**config.mk**
```make
export PLATFORM = sky130hd
export DESIGN_NAME = rgb_pwm_driver
export DESIGN_NICKNAME = d
export VERILOG_FILES = /design/src/rtl/rgb_pwm_driver_pkg.sv /design/src/rtl/rgb_pwm_driver_pwm_channel.sv /design/src/rtl/rgb_pwm_driver.sv
export SDC_FILE = /design/constraint.sdc
export NUM_CORES = 1
export LEC_CHECK = 0
export ABC_CLOCK_PERIOD_IN_PS = 2200
export CAP_MARGIN = 10
export CORE_AREA = 8 8 77 79
export CTS_BUF_LIST = sky130_fd_sc_hd__clkbuf_2
export DETAILED_ROUTE_END_ITERATION = 10
export DIE_AREA = 0 0 85 87
export DONT_BUFFER_PORTS = 1
export GPL_TIMING_DRIVEN = 0
export PLACE_DENSITY = 0.63
export SLEW_MARGIN = 30
export SYNTH_ARGS = -nofsm -noshare
export SYNTH_HDL_FRONTEND = slang
export SYNTH_SLANG_ARGS = --single-unit
```
**constraint.sdc**
```tcl
create_clock -name clk -period 2.2 [get_ports clk]
set_input_delay 0.33 -clock clk [delete_from_list [all_inputs] [get_ports clk]]
set_output_delay 0.33 -clock clk [all_outputs]
set_load 0.01 [all_outputs]
```
**src/rtl/rgb_pwm_driver_pkg.sv**
```systemverilog
// Shared constants for the RGB PWM driver: channel width, frame length and
// the {R,G,B} slice positions inside the 24-bit colour word.
package rgb_pwm_driver_pkg;

  localparam int CH_W        = 8;
  localparam int FRAME_TICKS = 255;

  localparam int R_HI = 23;
  localparam int R_LO = 16;
  localparam int G_HI = 15;
  localparam int G_LO = 8;
  localparam int B_HI = 7;
  localparam int B_LO = 0;

  localparam logic [CH_W-1:0] CNT_LAST = CH_W'(FRAME_TICKS - 1);

  // The tick counter wraps explicitly so it never reaches 255; a duty of 255
  // therefore compares true on every tick of the frame.
  function automatic logic [CH_W-1:0] next_cnt(input logic [CH_W-1:0] cnt);
    return (cnt == CNT_LAST) ? '0 : cnt + 8'd1;
  endfunction

endpackage

```
**src/rtl/rgb_pwm_driver_pwm_channel.sv**
```systemverilog
// One PWM output: registered unsigned compare of the frame tick counter
// against the latched duty, forced low while disabled.
module pwm_channel
  import rgb_pwm_driver_pkg::*;
(
  input  logic            clk,
  input  logic            rst_n,
  input  logic            enable,
  input  logic [CH_W-1:0] cnt,
  input  logic [CH_W-1:0] duty,
  output logic            pwm
);

  logic pwm_d;
  logic pwm_q;

  always_comb begin
    pwm_d = enable && (cnt < duty);
  end

  // NOTE: sequential state uses non-blocking assignments so every flop samples
  // pre-edge values; blocking here would create ordering-dependent races.
  always_ff @(posedge clk) begin
    if (!rst_n) begin
      pwm_q <= 1'b0;
    end else begin
      pwm_q <= pwm_d;
    end
  end

  assign pwm = pwm_q;

endmodule

```
**src/rtl/rgb_pwm_driver.sv**
```systemverilog
// Three-channel PWM LED driver with frame-synchronous colour double buffering
// and a one-cycle frame_start marker.
module rgb_pwm_driver
  import rgb_pwm_driver_pkg::*;
#(
  parameter int PRESCALE = 4
) (
  input  logic        clk,
  input  logic        rst_n,
  input  logic        enable,
  input  logic [23:0] rgb,
  output logic        pwm_r,
  output logic        pwm_g,
  output logic        pwm_b,
  output logic        frame_start
);

  if (PRESCALE < 1 || PRESCALE > 255) begin : g_bad_prescale
    $error("rgb_pwm_driver: PRESCALE must be in 1..255");
  end

  localparam logic [7:0] PRE_LAST = 8'(PRESCALE - 1);

  logic [7:0]      pre_q,    pre_d;
  logic [CH_W-1:0] cnt_q,    cnt_d;
  logic [23:0]     shadow_q, shadow_d;
  logic            frame_start_q, frame_start_d;
  logic            tick;

  // NOTE: every combinational output gets a default before any branch so no
  // path leaves it unassigned, which would otherwise infer a latch.
  always_comb begin
    tick          = (pre_q == PRE_LAST);
    pre_d         = '0;
    cnt_d         = '0;
    shadow_d      = rgb;
    frame_start_d = 1'b0;
    if (enable) begin
      pre_d         = tick ? '0 : pre_q + 8'd1;
      cnt_d         = cnt_q;
      shadow_d      = shadow_q;
      frame_start_d = (pre_q == '0) && (cnt_q == '0);
      if (tick) begin
        cnt_d = next_cnt(cnt_q);
        // Frame boundary: the only point a running driver accepts a new colour.
        if (cnt_q == CNT_LAST) begin
          shadow_d = rgb;
        end
      end
    end
  end

  always_ff @(posedge clk) begin
    if (!rst_n) begin
      pre_q         <= '0;
      cnt_q         <= '0;
      shadow_q      <= '0;
      frame_start_q <= 1'b0;
    end else begin
      pre_q         <= pre_d;
      cnt_q         <= cnt_d;
      shadow_q      <= shadow_d;
      frame_start_q <= frame_start_d;
    end
  end

  pwm_channel u_ch_r (
    .clk    (clk),
    .rst_n  (rst_n),
    .enable (enable),
    .cnt    (cnt_q),
    .duty   (shadow_q[R_HI:R_LO]),
    .pwm    (pwm_r)
  );

  pwm_channel u_ch_g (
    .clk    (clk),
    .rst_n  (rst_n),
    .enable (enable),
    .cnt    (cnt_q),
    .duty   (shadow_q[G_HI:G_LO]),
    .pwm    (pwm_g)
  );

  pwm_channel u_ch_b (
    .clk    (clk),
    .rst_n  (rst_n),
    .enable (enable),
    .cnt    (cnt_q),
    .duty   (shadow_q[B_HI:B_LO]),
    .pwm    (pwm_b)
  );

  assign frame_start = frame_start_q;

endmodule

```
==> results.sh, run 1 <==
export IMPL_cp_max_fo=10
export IMPL_h_tree_depth=2
export IMPL_drive_above_1_share=0.0556
export IMPL_power_leakage_uw=0.00101
export IMPL_antenna_cells=0
export IMPL_routabilityCongestion=0.818
export IMPL_drt_wl_total_um=4870
export IMPL_r2r_cells=7
export IMPL_utilization=0.511
export IMPL_max_slew_margin=0.616
export IMPL_synth_compound_area_frac=0.117
export IMPL_synth_mux_area_frac=0
export IMPL_reg2reg_from="pre_q[0]"
export IMPL_hold_path_class="primary input to register"
export IMPL_hold_end="shadow_q[1]"
export IMPL_combPwrFrac=0.107
export IMPL_cp_required_ps=2510
export IMPL_post_cts_buffers=0
export IMPL_die_area_sq_um=7400
export IMPL_die_w_um=85
export IMPL_clock_latency_ps=400
export IMPL_finalClockSkew_ps=5.24
export IMPL_yosysUniqueCellTypes=29
export IMPL_power_switching_uw=348
export IMPL_power_share_switching=0.267
export IMPL_crit_cells=7
export IMPL_cts_tree="yes"
export IMPL_via_count=1851
export IMPL_fillers=480
export IMPL_critPathKind="register to register"
export IMPL_slowest_stage="dfxtp_1"
export IMPL_ys_top_cells_by_area="dfxtp_1 (38%), ha_1 (14%), nand3_1 (7.2%), nand2_1 (5.4%), inv_1 (4.4%)"
export IMPL_grt_overflow_total=0
export IMPL_setup_viol=0
export IMPL_synth_top_area_cell="dfxtp_1"
export IMPL_drv_slew=0
export IMPL_drc=0
export IMPL_pwr_share_seq=0.653
export IMPL_antenna_left=0
export IMPL_timing_rr_end="shadow_q[14]"
export IMPL_critPathMaxStageDelay_ps=460
export IMPL_antenna_found_initial=0
export IMPL_power_share_clock=0.240
export IMPL_power_density_nw_per_um2=526
export IMPL_synth_top_family_by_area="simple AND/OR/NAND/NOR gates"
export IMPL_dp_hpwl_um=3570
export IMPL_tightest_slew_ps=571
export IMPL_design_core_area_sq_um=4850
export IMPL_synth_top_flop_cell="dfxtp_1"
export IMPL_layout_nets=341
export IMPL_first_pass_iters=4
export IMPL_yosysWarnings=0
export IMPL_cp_cell_sequence="ha_1, nor3b_4, a41oi_2, buf_6, buf_6, nand3_1, o21ai_1"
export IMPL_cp_num_buf_inv=2
export IMPL_place_ws_ps=100
export IMPL_p_int_uw=955
export IMPL_netlist_area_sq_um=2290
export IMPL_viasPerCell=5.38
export IMPL_die_h_um=87
export IMPL_status="completed"
export IMPL_synth_fa_ha_area_frac=0.142
export IMPL_tns_ps=0
export IMPL_grt_use_total=0.136
export IMPL_cts_buffer_depth=2
export IMPL_finalPower_uw=1300
export IMPL_rrSetupSlack_ps=200
export IMPL_syn_avg_cell_area_sq_um=8.39
export IMPL_synth_nets=326
export IMPL_finalCriticalPeriod_ps=2000
export IMPL_rows=26
export IMPL_grt_max_degree=13
export IMPL_port_buffers=0
export IMPL_cp_top_family="simple AND/OR/NAND/NOR gates"
export IMPL_path_common_cell="buf_6"
export IMPL_ir_worst_vdd_mv=0.272
export IMPL_hold_path_depth=2
export IMPL_synth_edf_count=0
export IMPL_rsz0062_at_grt="no"
export IMPL_drtIter0Drc=132
export IMPL_clkTransAtPathRegs_ps=200
export IMPL_synth_xor_xnor_area_share=0.0497
export IMPL_synth_seq_cells=44
export IMPL_hold_viol=0
export IMPL_maxCapViolations=0
export IMPL_cts_root_buf="clkbuf_2"
export IMPL_cts_inserted_buffers=5
export IMPL_initial_core_util=0.472
export IMPL_area_growth_pct=8.25
export IMPL_synth_top_cell_area_share=0.385
export IMPL_timing_hold_ws_ps=38.1
export IMPL_post_route_period_util=0.909
export IMPL_syn_instance_count=273
export IMPL_wire_per_inst_um=14.2
export IMPL_synth_simple_area_share=0.236
export IMPL_fin_ws_ps=200
export IMPL_async_reset_ff_frac=0
export IMPL_clock_sinks=44
export IMPL_fmax_mhz=500
export IMPL_grt_first_pass_wirelength_um=7940
export IMPL_io_pin_count=31
export IMPL_start_kind="register"
export IMPL_seq_area_frac_synth=0.385
export IMPL_end_kind="register"
export IMPL_grt_pass1_vias=1723
export IMPL_cp_arrival_ps=2310
export IMPL_min_from="rgb[1]"
what timing repair did:
action | 4_1_cts | 5_1_grt
gates resized for setup | 0 | 1
setup endpoints to repair | 0 | 31
hold buffers | 3 | 5
endpoints found under the hold margin | 3 | 5
layer usage:
layer,global-route usage,share of wire,up-vias
li1,-,-,958
met1,0.167,0.49,854
met2,0.218,0.46,34
met3,0.0443,0.041,5
met4,0.0469,0.012,0
met5,0,0,-
layout make-up:
type	instances	area [sq um]	share of cell area
Buffer	11	58.8	0.0237
Clock buffer	5	25.0	0.0101
Clock inverter	2	7.51	0.00303
Inverter	27	101	0.0409
Multi-Input combinational cell	191	1250	0.506
Sequential cell	44	881	0.355
Tap cell	56	70.1	0.0283
Timing Repair Buffer	8	80.1	0.0323
worst max path at each step:
stage / from / end
2_1_floorplan: pre_q[0] / shadow_q[10]
3_3_place_gp: pre_q[0] / cnt_q[5]
3_5_place_dp: pre_q[0] / shadow_q[14]
4_1_cts: pre_q[0] / shadow_q[14]
5_1_grt: pre_q[0] / cnt_q[0]
6_report: pre_q[0] / shadow_q[14]
power by group through the flow:
stage               clock network (uW)  registers, uW  logic, uW
floorplan                            0            863        101
global placement                     0            867        127
detailed placement                   0            867        130
CTS                                330            851        135
global route                       368            856        163
finish                             313            850        140
cells by family (layout without fill, tap and decap cells):
logic type | count (synthesis) | after routing
AND/OR/NAND/NOR | 108 | 108
flip-flops | 44 | 44
buffers and inverters | 38 | 53
AO/OA/AOI/OAI | 44 | 44
adder cells (fa/ha/maj) | 26 | 26
XOR/XNOR | 13 | 13
state kept, by name (all words and copies together), names as in the netlist:
name,count
u_ch_b.pwm,1
pre_q,8
u_ch_g.pwm,1
cnt_q,8
u_ch_r.pwm,1
frame_start,1
shadow_q,24
metrics by stage:
stage	instances	instance area (sq um)
6_report	344	2480
5_1_grt	344	2480
4_1_cts	339	2420
3_5_place_dp	329	2360
3_3_place_gp	329	2360
2_1_floorplan	273	2290
worst reg2reg max path, delay by kind of cell, from the launching register on:
family | cells | cell delay, ps
buf+inv | 2 | 370
fa+ha+maj | 1 | 260
compound gates | 2 | 330
simple gates | 2 | 500
flops | 1 | 460
synthesized netlist by cell type, types with 3 or more instances:
| cell | count |
|---|---|
| a2111o_1 | 3 |
| a21oi_1 | 10 |
| a31oi_1 | 3 |
| and3_1 | 8 |
| and4_1 | 3 |
| buf_1 | 3 |
| clkbuf_1 | 4 |
| dfxtp_1 | 44 |
| ha_1 | 26 |
| inv_1 | 27 |
| nand2_1 | 33 |
| nand2b_1 | 3 |
| nand3_1 | 33 |
| nand4_1 | 4 |
| nor2_1 | 16 |
| nor2b_1 | 3 |
| o21ai_0 | 17 |
| o21ai_1 | 6 |
| o21ai_2 | 4 |
| xor2_1 | 11 |
cells in the final DEF (no fill, tap or decap), drive strengths merged, types with 10 or more instances in the layout:
cell type,n
nand2,33
inv,27
nor2,16
ha,26
xor2,11
dfxtp,44
o21ai,27
nand3,33
clkbuf,10
a21oi,10
No activity file was read; power rests on OpenSTA's default activity.
==> run 2, diff against run 1 <==
CORE_AREA = 8 8 73 75   (was 8 8 77 79)
DIE_AREA = 0 0 81 83   (was 0 0 85 87)
PLACE_DENSITY = 0.72   (was 0.63)
SYNTH_HIERARCHICAL = 1   (was unset)
==> results.sh, run 2 <==
export IMPL_synth_nets=321
export IMPL_end_kind="register"
export IMPL_drtIter0Drc=70
export IMPL_fin_ws_ps=272
export IMPL_place_ws_ps=322
export IMPL_grt_pass1_vias=1902
export IMPL_tightest_slew_ps=471
export IMPL_cp_required_ps=2530
export IMPL_min_from="rgb[16]"
export IMPL_final_common_cell="nand2_1"
export IMPL_synth_compound_area_frac=0.0782
export IMPL_fmax_mhz=519
export IMPL_cp_cell_sequence="nand4_1, or2_2, o21a_1, buf_4, mux2i_1"
export IMPL_hold_path_class="primary input to register"
export IMPL_initial_core_util=0.571
export IMPL_antenna_found_initial=0
export IMPL_synth_top_family_by_area="simple AND/OR/NAND/NOR gates"
export IMPL_reg2reg_from="cnt_q[3]"
export IMPL_area_growth_pct=14.2
export IMPL_clock_latency_ps=420
export IMPL_drive_above_1_share=0.0719
export IMPL_viasPerCell=5.43
export IMPL_die_w_um=81
export IMPL_synth_simple_area_share=0.216
export IMPL_cts_inserted_buffers=5
export IMPL_synth_fa_ha_area_frac=0.136
export IMPL_slowest_stage="dfxtp_1"
export IMPL_grt_max_degree=15
export IMPL_final_cell_count_no_fill=344
export IMPL_synth_top_flop_cell="dfxtp_1"
export IMPL_start_kind="register"
export IMPL_drc=0
export IMPL_dp_hpwl_um=3540
export IMPL_cp_arrival_ps=2260
export IMPL_post_cts_buffers=0
export IMPL_h_tree_depth=2
export IMPL_rrSetupSlack_ps=270
export IMPL_final_cell_mix="nand2_1 (58), dfxtp_1 (44), inv_1 (26), ha_1 (26), mux2i_1 (24)"
export IMPL_routabilityCongestion=0.795
export IMPL_netlist_area_sq_um=2400
export IMPL_tns_ps=0
export IMPL_timing_rr_end="shadow_q[5]"
export IMPL_grt_overflow_total=0
export IMPL_drt_wl_total_um=4960
export IMPL_syn_instance_count=268
export IMPL_cts_root_buf="clkbuf_2"
export IMPL_post_route_period_util=0.876
export IMPL_synth_xor_xnor_area_share=0.0438
export IMPL_layout_nets=344
export IMPL_dp_cells=320
export IMPL_finalCriticalPeriod_ps=1930
export IMPL_syn_avg_cell_area_sq_um=8.95
export IMPL_synth_common_cells="nand2_1 (58), dfxtp_1 (44), ha_1 (26), inv_1 (26), mux2i_1 (24)"
export IMPL_rsz0062_at_grt="no"
export IMPL_io_pin_count=31
export IMPL_wire_per_inst_um=14.4
export IMPL_ir_worst_vdd_mv=0.487
export IMPL_port_buffers=0
export IMPL_r2r_cells=5
export IMPL_max_slew_margin=0.686
export IMPL_die_h_um=83
export IMPL_status="completed"
export IMPL_async_reset_ff_frac=0
export IMPL_critPathMaxStageDelay_ps=640
export IMPL_grt_use_total=0.154
export IMPL_hold_end="shadow_q[16]"
export IMPL_power_leakage_uw=0.00119
export IMPL_largest_reg_flops=24
export IMPL_reg_top3="shadow_q: 24 flops, cnt_q: 8 flops, pre_q: 8 flops"
export IMPL_via_count=1869
export IMPL_synth_seq_cells=44
export IMPL_maxCapViolations=0
export IMPL_hold_path_depth=2
export IMPL_setup_viol=0
export IMPL_yosysWarnings=6
export IMPL_antenna_cells=0
export IMPL_cp_max_fo=10
export IMPL_synth_edf_count=0
export IMPL_yosysUniqueCellTypes=34
export IMPL_synth_top_area_cell="dfxtp_1"
export IMPL_drv_slew=0
export IMPL_cts_buffer_depth=2
export IMPL_clock_sinks=44
export IMPL_clkTransAtPathRegs_ps=240
export IMPL_hold_viol=0
export IMPL_critPathKind="register to register"
export IMPL_design_core_area_sq_um=4200
export IMPL_finalClockSkew_ps=24.0
export IMPL_synth_top_cell_area_share=0.367
export IMPL_cts_tree="yes"
export IMPL_synth_most_common_cell="nand2_1"
export IMPL_first_pass_iters=4
export IMPL_ys_top_cells_by_area="dfxtp_1 (37%), ha_1 (14%), mux2i_1 (10%), nand2_1 (9.1%), inv_1 (4.1%)"
export IMPL_synth_mux_area_frac=0.100
export IMPL_power_density_nw_per_um2=626
export IMPL_rows=24
export IMPL_largest_register="shadow_q"
export IMPL_grt_first_pass_wirelength_um=8410
export IMPL_seq_area_frac_synth=0.367
export IMPL_antenna_left=0
export IMPL_die_area_sq_um=6720
-- run 2: cell count changes after synthesis, sizes merged, moves of 4 or more --
| cell | change |
|---|---|
| or3b | +4 |
| nand3 | -22 |
| o21a | +5 |
| a21oi | -9 |
| mux2i | +24 |
| o21ai | -27 |
| nor2 | -6 |
| nand2 | +25 |
-- run 2: power by group --
group	internal (uW)	switching [uW]	total, uW
Combinational	83.8	85.8	170
Clock	419	270	689
Sequential	834	20.2	854
Total	1340	376	1710
-- run 2: critical path, delay by kind of cell (launching register included) --
kind | cells | cell delay (ps)
DFF | 1 | 640
muxes | 1 | 190
buffers and inverters | 1 | 210
AOI/OAI and AO/OA | 1 | 240
and+or+nand+nor | 2 | 550
-- run 2: final cells by class --
class	instances	area [sq um]
fill	384	1470
multi-input combinational	189	1380
sequential	44	881
timing repair buffer	16	160
inverter	26	97.6
clock inverter	3	90.1
tap	52	65.1
buffer	9	42.5
clock buffer	5	25.0
-- run 2: stage by stage --
stage	power (uW)	hold WS, ps	utilization	instance area (sq um)
after floorplan	986	433	-	2400
after global placement	1010	442	0.586	2460
after detailed placement	1020	449	0.586	2460
after CTS	1720	0.887	0.635	2670
after global routing	1790	6.25	0.651	2740
final	1710	33.7	0.651	2740
-- run 2: repair_timing --
| action | in CTS | in global routing |
|---|---|---|
| hold endpoints to repair | 9 | 6 |
| hold buffers | 9 | 7 |
| gates resized for setup | 0 | 0 |
-- run 2: how the worst max path moves through the flow --
stage / start / endpoint / slack, ps / depth (start not counted)
final: cnt_q[3] / shadow_q[5] / 270 / 5
after CTS: cnt_q[3] / shadow_q[5] / 240 / 5
after global routing: cnt_q[3] / cnt_q[5] / 150 / 5
after floorplan: pre_q[0] / cnt_q[7] / 520 / 5
after global placement: cnt_q[3] / cnt_q[0] / 360 / 5
after detailed placement: cnt_q[3] / cnt_q[5] / 320 / 5
-- run 2: per-layer routing --
| metal | track usage | up-vias | part of all wire | wire [um] |
|---|---|---|---|---|
| met5 | 0 | - | 0 | 0 |
| met4 | 0.0553 | 0 | 0.018 | 91 |
| met3 | 0.0485 | 8 | 0.055 | 275 |
| met2 | 0.253 | 45 | 0.47 | 2340 |
| met1 | 0.181 | 858 | 0.45 | 2250 |
| li1 | - | 958 | - | - |
-- run 2: cell families after synthesis --
group                    count (synthesis)
AND/OR/NAND/NOR                        105
flip-flops                              44
buffers and inverters                   35
adder cells (fa/ha/maj)                 26
multiplexers                            24
AO/OA/AOI/OAI                           22
XOR/XNOR                                12
